===== src/rtl/fault_event_logger.sv =====
// Fault event logger: edge-detects ECC/ALU fault flags, queues {mask, ts, result} entries
// in a show-ahead FIFO and keeps saturating counters. Optional irq output: FAULT_LOG_IRQ_EN.
module fault_event_logger #(
    parameter int DEPTH      = 8,
    parameter int TS_W       = 16,
    parameter int CNT_W      = 8,
    parameter int IRQ_THRESH = 4
) (
    input  logic                   clk,
    input  logic                   rst,
    input  logic                   s_err_imem,
    input  logic                   d_err_imem,
    input  logic                   s_err_dmem,
    input  logic                   d_err_dmem,
    input  logic                   alu_fault_in,
    input  logic [31:0]            resultw_in,
    input  logic                   clr_cnt,
    input  logic                   log_ready,
    output logic                   log_valid,
    output logic [5+TS_W+32-1:0]   log_data,
    output logic [CNT_W-1:0]       sec_cnt,
    output logic [CNT_W-1:0]       ded_cnt,
    output logic [CNT_W-1:0]       alu_cnt,
    output logic                   overflow,
`ifdef FAULT_LOG_IRQ_EN
    output logic                   irq,
`endif
    output logic                   fatal
);

    localparam int AW      = $clog2(DEPTH);
    localparam int ENTRY_W = 5 + TS_W + 32;

    logic [ENTRY_W-1:0] mem [DEPTH];
    logic [4:0]         flags, prev, rise;
    logic [TS_W-1:0]    ts;
    logic [AW:0]        wr_ptr, rd_ptr, wr_ptr_nxt, rd_ptr_nxt;
    logic               empty, full, push_req, pop, do_push, drop, severe;
    logic [1:0]         sec_inc, ded_inc, alu_inc;
    logic [CNT_W-1:0]   sec_nxt, ded_nxt, alu_nxt;
    logic               overflow_nxt, fatal_nxt;

    function automatic logic [CNT_W-1:0] sat_add(input logic [CNT_W-1:0] a, input logic [1:0] b);
        logic [CNT_W:0] sum;
        sum = {1'b0, a} + (CNT_W+1)'(b);
        return sum[CNT_W] ? {CNT_W{1'b1}} : sum[CNT_W-1:0];
    endfunction

    assign flags    = {alu_fault_in, d_err_dmem, s_err_dmem, d_err_imem, s_err_imem};
    assign rise     = flags & ~prev;
    assign push_req = |rise;
    assign severe   = rise[1] | rise[3] | rise[4];

    // Full/empty from the extra wrap bit of each pointer.
    assign empty    = (wr_ptr == rd_ptr);
    assign full     = (wr_ptr[AW] != rd_ptr[AW]) && (wr_ptr[AW-1:0] == rd_ptr[AW-1:0]);
    assign pop      = ~empty & log_ready;
    assign do_push  = push_req & (~full | pop);
    assign drop     = push_req & full & ~pop;

    assign log_valid = ~empty;
    assign log_data  = log_valid ? mem[rd_ptr[AW-1:0]] : '0;

    always_comb begin
        sec_inc      = {1'b0, rise[0]} + {1'b0, rise[2]};
        ded_inc      = {1'b0, rise[1]} + {1'b0, rise[3]};
        alu_inc      = {1'b0, rise[4]};
        // Clear takes effect first so a same-cycle event is counted on top of zero.
        sec_nxt      = sat_add(clr_cnt ? '0 : sec_cnt, sec_inc);
        ded_nxt      = sat_add(clr_cnt ? '0 : ded_cnt, ded_inc);
        alu_nxt      = sat_add(clr_cnt ? '0 : alu_cnt, alu_inc);
        overflow_nxt = (overflow & ~clr_cnt) | drop;
        fatal_nxt    = (fatal & ~clr_cnt) | severe;
        wr_ptr_nxt   = wr_ptr + (AW+1)'(do_push);
        rd_ptr_nxt   = rd_ptr + (AW+1)'(pop);
    end

    always_ff @(posedge clk) begin
        if (do_push) mem[wr_ptr[AW-1:0]] <= {rise, ts, resultw_in};
    end

    always_ff @(posedge clk or negedge rst) begin
        if (!rst) begin
            prev     <= '0;
            ts       <= '0;
            wr_ptr   <= '0;
            rd_ptr   <= '0;
            sec_cnt  <= '0;
            ded_cnt  <= '0;
            alu_cnt  <= '0;
            overflow <= 1'b0;
            fatal    <= 1'b0;
        end else begin
            prev     <= flags;
            ts       <= ts + 1'b1;
            wr_ptr   <= wr_ptr_nxt;
            rd_ptr   <= rd_ptr_nxt;
            sec_cnt  <= sec_nxt;
            ded_cnt  <= ded_nxt;
            alu_cnt  <= alu_nxt;
            overflow <= overflow_nxt;
            fatal    <= fatal_nxt;
        end
    end

`ifdef FAULT_LOG_IRQ_EN
    localparam logic [AW:0] IRQ_LVL = IRQ_THRESH[AW:0];
    logic [AW:0] occ_nxt;
    assign occ_nxt = wr_ptr_nxt - rd_ptr_nxt;

    // Registered from next-state values so irq tracks the occupancy seen on the outputs.
    always_ff @(posedge clk or negedge rst) begin
        if (!rst) irq <= 1'b0;
        else      irq <= (occ_nxt >= IRQ_LVL) | fatal_nxt;
    end
`endif

endmodule

===== config.mk =====
export PLATFORM = sky130hd
export DESIGN_NAME = fault_event_logger
export DESIGN_NICKNAME = d
export VERILOG_FILES = /design/src/rtl/fault_event_logger.sv
export SDC_FILE = /design/constraint.sdc
export NUM_CORES = 1
export LEC_CHECK = 0
export CAP_MARGIN = 30
export CORE_ASPECT_RATIO = 0.8
export CORE_UTILIZATION = 55
export CTS_CLUSTER_DIAMETER = 80
export CTS_CLUSTER_SIZE = 8
export DETAILED_ROUTE_END_ITERATION = 12
export PLACE_DENSITY = 0.79
export SYNTH_ARGS = -nofsm -noshare
export SYNTH_HDL_FRONTEND = slang
export SYNTH_SLANG_ARGS = --single-unit

===== constraint.sdc =====
create_clock -name clk -period 18.6 [get_ports clk]
set_input_delay 3.72 -clock clk [delete_from_list [all_inputs] [get_ports clk]]
set_output_delay 3.72 -clock clk [all_outputs]
set_load 0.005 [all_outputs]

Yosys cells after proc, flatten, opt, wreduce, memory -nomap -nowiden. Memories as Yosys holds them, arrays and structs flattened. Cells that the tools add are included.

Bitwise gates (word level): 17. Add/subtract/negate cells: 8. Equal/unequal tests: 3. Multiplexer cells: 9. Reduce and logical (&&, ||, !) cells: 2.

Operators by type and width (number): $mux 53 (1); $mux 8 (6); $add 8x2->9 (2); $add 16x1->16 const B (1); $add 8x1->9 (1); $add 4x1->4 (2); $and 1x1->1 (6); $and 5x5->5 (1); $not 5->5 (1); $or 1x1->1 (5); $reduce_or 5->1 (1); $add 1x1->2 (2); $eq 4x4->1 (1); $not 1->1 (4); $eq 3x3->1 (1); $mux 1 (2); $logic_and 1x1->1 (1); $ne 1x1->1 (1).

Memory bits (writable): 424. Bits of input ports: 41. Output and inout bits: 80. Flip-flop bits (word level): 55. Memories: 1. Word-level logic and storage cells: 49.

Memories: mem (words 8, bits a word 53, read ports 1, clocked after Yosys merged registers in 0, write ports 1, line 34) `logic [ENTRY_W-1:0] mem [DEPTH];`.

Depth between registers and ports, before layout. Gate-level depths: netlist (run 1).

Depth after elaboration: 7. Depth in mapped cells: 11. Mapped depth without buffers: 9.

Worst setup path after synthesis (run 1). Ideal clock, no wire load.

Path type: input to register. From: input port s_err_imem. To: memory mem[4][0] in the netlist's numbering (enable). Arrival time: 9.655 ns. Library setup time: 0.596 ns. Stages on the path: 5. Slack: 8.349 ns. Buffers on the path: 1. Required time: 18.004 ns. Path through: nor2b_1 nor2_1 o2bb2a_1 buf_2 nor4bb_1.

Word-level cells in the longest chain between the ends: 5.

RTL lines: start: declaration (line 11) `input logic s_err_imem,`; $and 5x5->5 (line 50) `assign rise = flags & ~prev;`; $reduce_or 5->1 (line 51) `assign push_req = |rise;`; $and 1x1->1 (line 58) `assign do_push = push_req & (~full | pop);`; $mux 1 (line 79) `if (do_push) mem[wr_ptr[AW-1:0]] <= {rise, ts, resultw_in};`; $mux 1 (implied by the code) (line 79); end: declaration (line 34).

Every way passes these cells.

Worst setup path after layout (run 1).
From: register rd_ptr[1]. To: output port log_data[4].

Word-level cells in the longest chain between the ends: 2. Elaborated cells on any way between the ends: 3. Those cells by class: eq/ne (1); mux (1); memory (1).

RTL lines: start: declaration (line 37) `logic [AW:0] wr_ptr, rd_ptr, wr_ptr_nxt, rd_ptr_nxt;`; start signal: assignment (line 97) `rd_ptr <= rd_ptr_nxt;`; $mem_v2 8x53 or $eq 4x4->1 (tied branches); $mux 53 * (line 62) `assign log_data = log_valid ? mem[rd_ptr[AW-1:0]] : '0;`; end: declaration (line 20) `output logic [5+TS_W+32-1:0] log_data,`.

Mark *: on every way between the ends. The rest lies on a longest branch, timed or not.

==> results of run 1 <==
area by class of cell:
class / count / area, um^2 / area share [%]
Antenna cell: 3 / 7.507 / 0.03354
Clock buffer: 102 / 1872 / 8.362
Clock inverter: 6 / 93.84 / 0.4192
Inverter: 9 / 33.78 / 0.1509
Multi-Input combinational cell: 389 / 4357 / 19.46
Sequential cell: 479 / 14120 / 63.08
Tap cell: 434 / 543.0 / 2.426
Timing Repair Buffer: 139 / 1359 / 6.070
worst reg2reg max path: stages, from the launching register on:
cell      delay (ns)
dfrtp_4         0.91
xnor2_1         0.15
nand3_1         0.20
o2bb2a_1        0.34
and4b_2         0.70
buf_4           0.64
flip-flops by register name (all words and copies together) (netlist names):
name      flops
prev          5
alu_cnt       8
sec_cnt       8
ts           16
overflow      1
fatal         1
ded_cnt       8
rd_ptr        4
wr_ptr        4
mem         424
per-stage QoR:
stage | instances | cell area [um^2] | hold slack [ns]
finish | 1561 | 22390 | 0.4891
global placement | 1449 | 20380 | 0.4818
floorplan | 919 | 18760 | 0.4654
CTS | 1558 | 22380 | 0.4963
global route | 1560 | 22380 | 0.5112
detailed placement | 1450 | 20410 | 0.4933
power breakdown:
part | switching (uW) | total, uW | internal, uW
clock network | 437 | 1130 | 694
logic | 530 | 1130 | 603
registers | 123 | 1550 | 1420
cell usage in the layout, fill, tap and decap left out, types with 13 or more instances in the layout:
master / n
xor2_1: 13
mux4_2: 106
nand3_1: 17
dfrtp_1: 52
nor2_1: 73
xnor2_1: 13
edfxtp_1: 424
clkdlybuf4s50_1: 119
buf_4: 18
clkbuf_1: 32
mux2i_1: 56
clkbuf_16: 70
nand2_1: 14
worst paths after layout:
check / from / endpoint / slack [ns]
worst max register to register: rd_ptr[1]$_DFF_PN0_ / mem[6][39]$_DFFE_PP_ / 15.27
worst min-delay path: wr_ptr[3]$_DFF_PN0_ / wr_ptr[3]$_DFF_PN0_ / 0.49
min in group asynchronous: rst / ts[8]$_DFF_PN0_ / 3.28
worst min register to register: wr_ptr[3]$_DFF_PN0_ / wr_ptr[3]$_DFF_PN0_ / 0.49
worst max-delay path: rd_ptr[1]$_DFF_PN0_ / log_data[4] / 11.11
max in group asynchronous: rst / rd_ptr[0]$_DFF_PN0_ / 14.70
layer usage:
metal	vias up	GRT usage (%)	part of all wire [%]
li1	4059	-	-
met1	4877	32.09	42
met2	303	36.70	49
met3	70	4.407	6.1
met4	0	8.019	2.3
met5	-	0	0
kinds of logic (layout without fill, tap and decap cells):
kind of cell / after synthesis / in the layout / synth area share [%]
flops: 479 / 479 / 75.22
mux: 162 / 162 / 15.72
fa+ha+maj: 11 / 11 / 0.7739
buf+inv: 51 / 256 / 1.708
compound gates: 33 / 33 / 1.147
simple gates: 157 / 157 / 4.216
xor+xnor: 26 / 26 / 1.214
other cells: 0 / 3 / 0
==> flow_summary.toml, run 1 <==
[status]
status = "completed"

[route]
wire_per_inst_um = 24.61
viasPerCell = 5.963
routed_wirelength_um = 38410
vias = 9309
drc_errors = 0
antenna_left = 0
drt_iter0_drc = 793
drtPass1Iterations = 5

[placed_design]
dp_slack_ns = 11.51
hpwl_um = 20670
numPortBuffers = 120
gp_congestion = 0.7664

[setup_path]
crit_path_cell_trace = "xnor2_1 -> nand3_1 -> nor2b_4 -> buf_4 -> nor2_1 -> clkdlybuf4s50_1"
crit_type = "register to output pin"
cp.required_ns = 14.88
crit_buf_inv = 2
crit_cells = 6
worst_path_max_delay_cell = "dfrtp_4"
crit_path_start_kind = "register"
arrival_ns = 3.77
crit_family = "simple AND/OR/NAND/NOR gates"
reg2reg_depth = 5
max_stage_delay_ns = 0.91
path_max_fanout = 48
cp-end-kind = "output pin"

[floorplan]
core_area_um2 = 33630
io-pin-count = 121
die_x_um = 208.5
initial_core_util_pct = 55.77
die_height_um = 167.2
die_area_um2 = 34850
rows = 60

[cells_and_area]
fill_cells = 2166
utilization_pct = 66.56
syn_to_final_growth_pct = 19.35
drive_above_1_share_pct = 19.31
nNetsFinal = 1139

[clock_tree]
post_cts_buffers = 0
numCtsBuffers = 69
cts_tree = "yes"
clk_pin_slew_ns = 0.05
cts_resized = 0
clock_latency_ns = 0.58
cts_hold_buf = 0
htreeDepth = 3
root_buffer = "clkbuf_16"
cts.sinks = 479
cts_buffer_depth = 3

[yosys]
postSynthAreaPerCell_um2 = 20.41
yosys.area.top_type_share_pct = 67.89
synth_most_common_cell = "edfxtp_1"
syn_nets = 971
synth_area_leader_cell = "edfxtp_1"
synth_edf_count = 424
yosys_warnings = 0
async_flop_share_pct = 11.48
ys.flop_type = "edfxtp_1"
yosysUniqueCellTypes = 51
synth_seq_cells = 479
syn_area_um2 = 18760
synth.area.top_cells = "edfxtp_1 68%, mux4_2 13%, dfrtp_1 7.3%"
synth_common_cells = "424 x edfxtp_1, 106 x mux4_2, 73 x nor2_1"
syn_inst = 919
ys_seq_area_share_pct = 75.22

[timing]
clock_skew_ns = 0.01651
hold_viol = 0
finalSetupTns_ns = 0
fin_crit_ns = 7.492
final-setup-viol-count = 0
slew-limit-headroom_pct = 39.08
slew_viol_final = 0
grt_setup_unrepaired = "no"
max_freq_mhz = 133.5
layout_setup_ws_ns = 11.11
tightest_slew_ns = 0.9139
fin_crit_sh_pct = 40.28

[power_and_ir_drop]
vdd_drop_max_mv = 0.08281
p_leak_uw = 0.007757
power_uw = 3811
p_per_area_nw_per_um2 = 170.3

[worst_hold_path]
whs_path_depth = 1
hold_path.class = "register to register"

[global_routing]
grt_max_degree = 63
grt_overflow = 0
grt_usage_pct = 22.95
grt_pass1_vias = 9908
antenna_found_initial = 3
grt_pass1_wl_um = 59130

[flow_run]
cap_violations = 0
No activity file was read; power rests on OpenSTA's default activity.
==> run 2, diff against run 1 <==
Clock period 18.6 ns to 7.7 ns, I/O delays scaled along.
==> flow_summary.toml, run 2 (synthesis results as in run 1) <==
[route]
drt_iter0_drc = 752
wire_per_inst_um = 24.68
antenna_left = 0
vias = 9270
viasPerCell = 5.965
routed_wirelength_um = 38350
drtPass1Iterations = 5
drc_errors = 0

[placed_design]
hpwl_um = 20490
gp_congestion = 0.7770
numPortBuffers = 120
dpl.cell_count = 1451

[timing]
finalSetupTns_ns = 0
grt_setup_unrepaired = "no"
tightest_slew_ns = 0.9095
hold_viol = 0
fin_crit_sh_pct = 69.48
clock_skew_ns = 0.02445
final-setup-viol-count = 0
max_freq_mhz = 186.9
slew_viol_final = 0
fin_crit_ns = 5.350
slew-limit-headroom_pct = 39.37

[clock_tree]
post_cts_buffers = 0
clk_pin_slew_ns = 0.05
cts_buffer_depth = 3
cts_hold_buf = 0
cts_tree = "yes"
htreeDepth = 3
clock_latency_ns = 0.56
cts_resized = 0
numCtsBuffers = 69
cts.sinks = 479
root_buffer = "clkbuf_16"

[setup_path]
crit_path_cell_trace = "buf_4 -> mux4_2 -> mux2i_1 -> nor2_1 -> clkdlybuf4s50_1"
max_stage_delay_ns = 0.90
rrSetupSlack_ns = 4.28
reg2reg_depth = 5
r2r-start = "rd_ptr[0]$_DFF_PN0_"
cp-end-kind = "output pin"
worst_path_max_delay_cell = "dfrtp_4"
reg2reg_to = "mem[3][18]$_DFFE_PP_"
cp.required_ns = 6.16
path_max_fanout = 46
crit_type = "register to output pin"
crit_path_start_kind = "register"
arrival_ns = 3.81

[global_routing]
antenna_found_initial = 1
grt_overflow = 0
grt_pass1_wl_um = 58700
grt_max_degree = 66
grt_pass1_vias = 9849
grt_usage_pct = 22.69

[floorplan]
core_area_um2 = 33630
rows = 60
die_x_um = 208.5
die_height_um = 167.2
die_area_um2 = 34850
initial_core_util_pct = 55.77
io-pin-count = 121

[cells_and_area]
final_common_cell = "edfxtp_1"
syn_to_final_growth_pct = 19.32
largest_register_ffs = 424
utilization_pct = 66.54
drive_above_1_share_pct = 19.48
layout_common_cells = "424 x edfxtp_1, 119 x clkdlybuf4s50_1, 106 x mux4_2"
fill_cells = 2157
nNetsFinal = 1141
final_cell_count_no_fill = 1554

[power_and_ir_drop]
clockPowerShare_pct = 29.4
vdd_drop_max_mv = 0.2426
p_leak_uw = 0.007757
p_int_uw = 6570
comb_power_share_pct = 30.0
p_per_area_nw_per_um2 = 410.0
p_sw_uw = 2606
seqPwrFrac_pct = 40.6
swShare_pct = 28.40

[worst_hold_path]
whs_path_depth = 1
min-delay-start = "rd_ptr[3]$_DFF_PN0_"
hold_path.class = "register to register"
min_to = "rd_ptr[3]$_DFF_PN0_"

[flow_run]
cap_violations = 0

[status]
status = "completed"
run 2: changes by cell type in the layout (fill, tap and decap cells not counted):
cell | before | now
clkbuf_1 | 32 | 26
diode_2 | 3 | 1
clkinv_8 | 1 | 2
clkbuf_16 | 70 | 71
buf_12 | 0 | 2
inv_16 | 3 | 0
run 2: final cells by class:
| cell class | instances | area [um^2] | share of cell area [%] |
|---|---|---|---|
| Timing Repair Buffer | 141 | 1399 | 6.251 |
| Multi-Input combinational cell | 389 | 4357 | 19.47 |
| Clock inverter | 4 | 50.05 | 0.2236 |
| Tap cell | 434 | 543.0 | 2.426 |
| Clock buffer | 97 | 1874 | 8.375 |
| Antenna cell | 1 | 2.502 | 0.01118 |
| Inverter | 9 | 33.78 | 0.1510 |
| Sequential cell | 479 | 14120 | 63.09 |
run 2: worst max-delay path, delay by kind of cell (launching register included):
family	cells	cell delay [ns]
buf+inv	2	1.34
mux	2	0.89
simple gates	1	0.09
flops	1	0.90
run 2: worst max-delay path by stage:
| stage | startpoint | to | slack, ns | cells past startpoint |
|---|---|---|---|---|
| detailed placement | alu_fault_in | mem[0][41]$_DFFE_PP_ | 2.68 | 6 |
| CTS | rd_ptr[0]$_DFF_PN0_ | log_data[16] | 2.24 | 5 |
| floorplan | s_err_imem | mem[4][0]$_DFFE_PP_ | 1.71 | 5 |
| global route | rd_ptr[0]$_DFF_PN0_ | log_data[6] | 2.06 | 5 |
| global placement | alu_fault_in | mem[7][49]$_DFFE_PP_ | 2.80 | 6 |
| finish | rd_ptr[0]$_DFF_PN0_ | log_data[16] | 2.35 | 5 |
run 2: per-layer routing:
metal	GRT usage [%]	vias up	wire (um)	share of wire [%]
met5	0	-	0	0
met2	36.70	300	18930	49
li1	-	4051	-	-
met1	31.80	4853	16500	43
met4	6.312	0	728	1.9
met3	4.651	66	2198	5.7
run 2: power groups by stage:
stage / clock network (uW) / registers (uW) / logic, uW
2_1_floorplan: 0 / 3580 / 1740
3_3_place_gp: 0 / 3720 / 2720
3_5_place_dp: 0 / 3760 / 2760
4_1_cts: 2750 / 3730 / 2800
5_1_grt: 2850 / 3770 / 2960
6_report: 2700 / 3720 / 2750
run 2: per-stage QoR:
step / area (um^2) / power, uW / worst slack (ns) / hold slack [ns]
floorplan: 18760 / 5312 / 1.710 / 0.4654
global placement: 20380 / 6437 / 2.795 / 0.4803
detailed placement: 20430 / 6519 / 2.678 / 0.4861
CTS: 22360 / 9281 / 2.240 / 0.4962
global route: 22380 / 9585 / 2.057 / 0.5103
finish: 22380 / 9176 / 2.350 / 0.4997
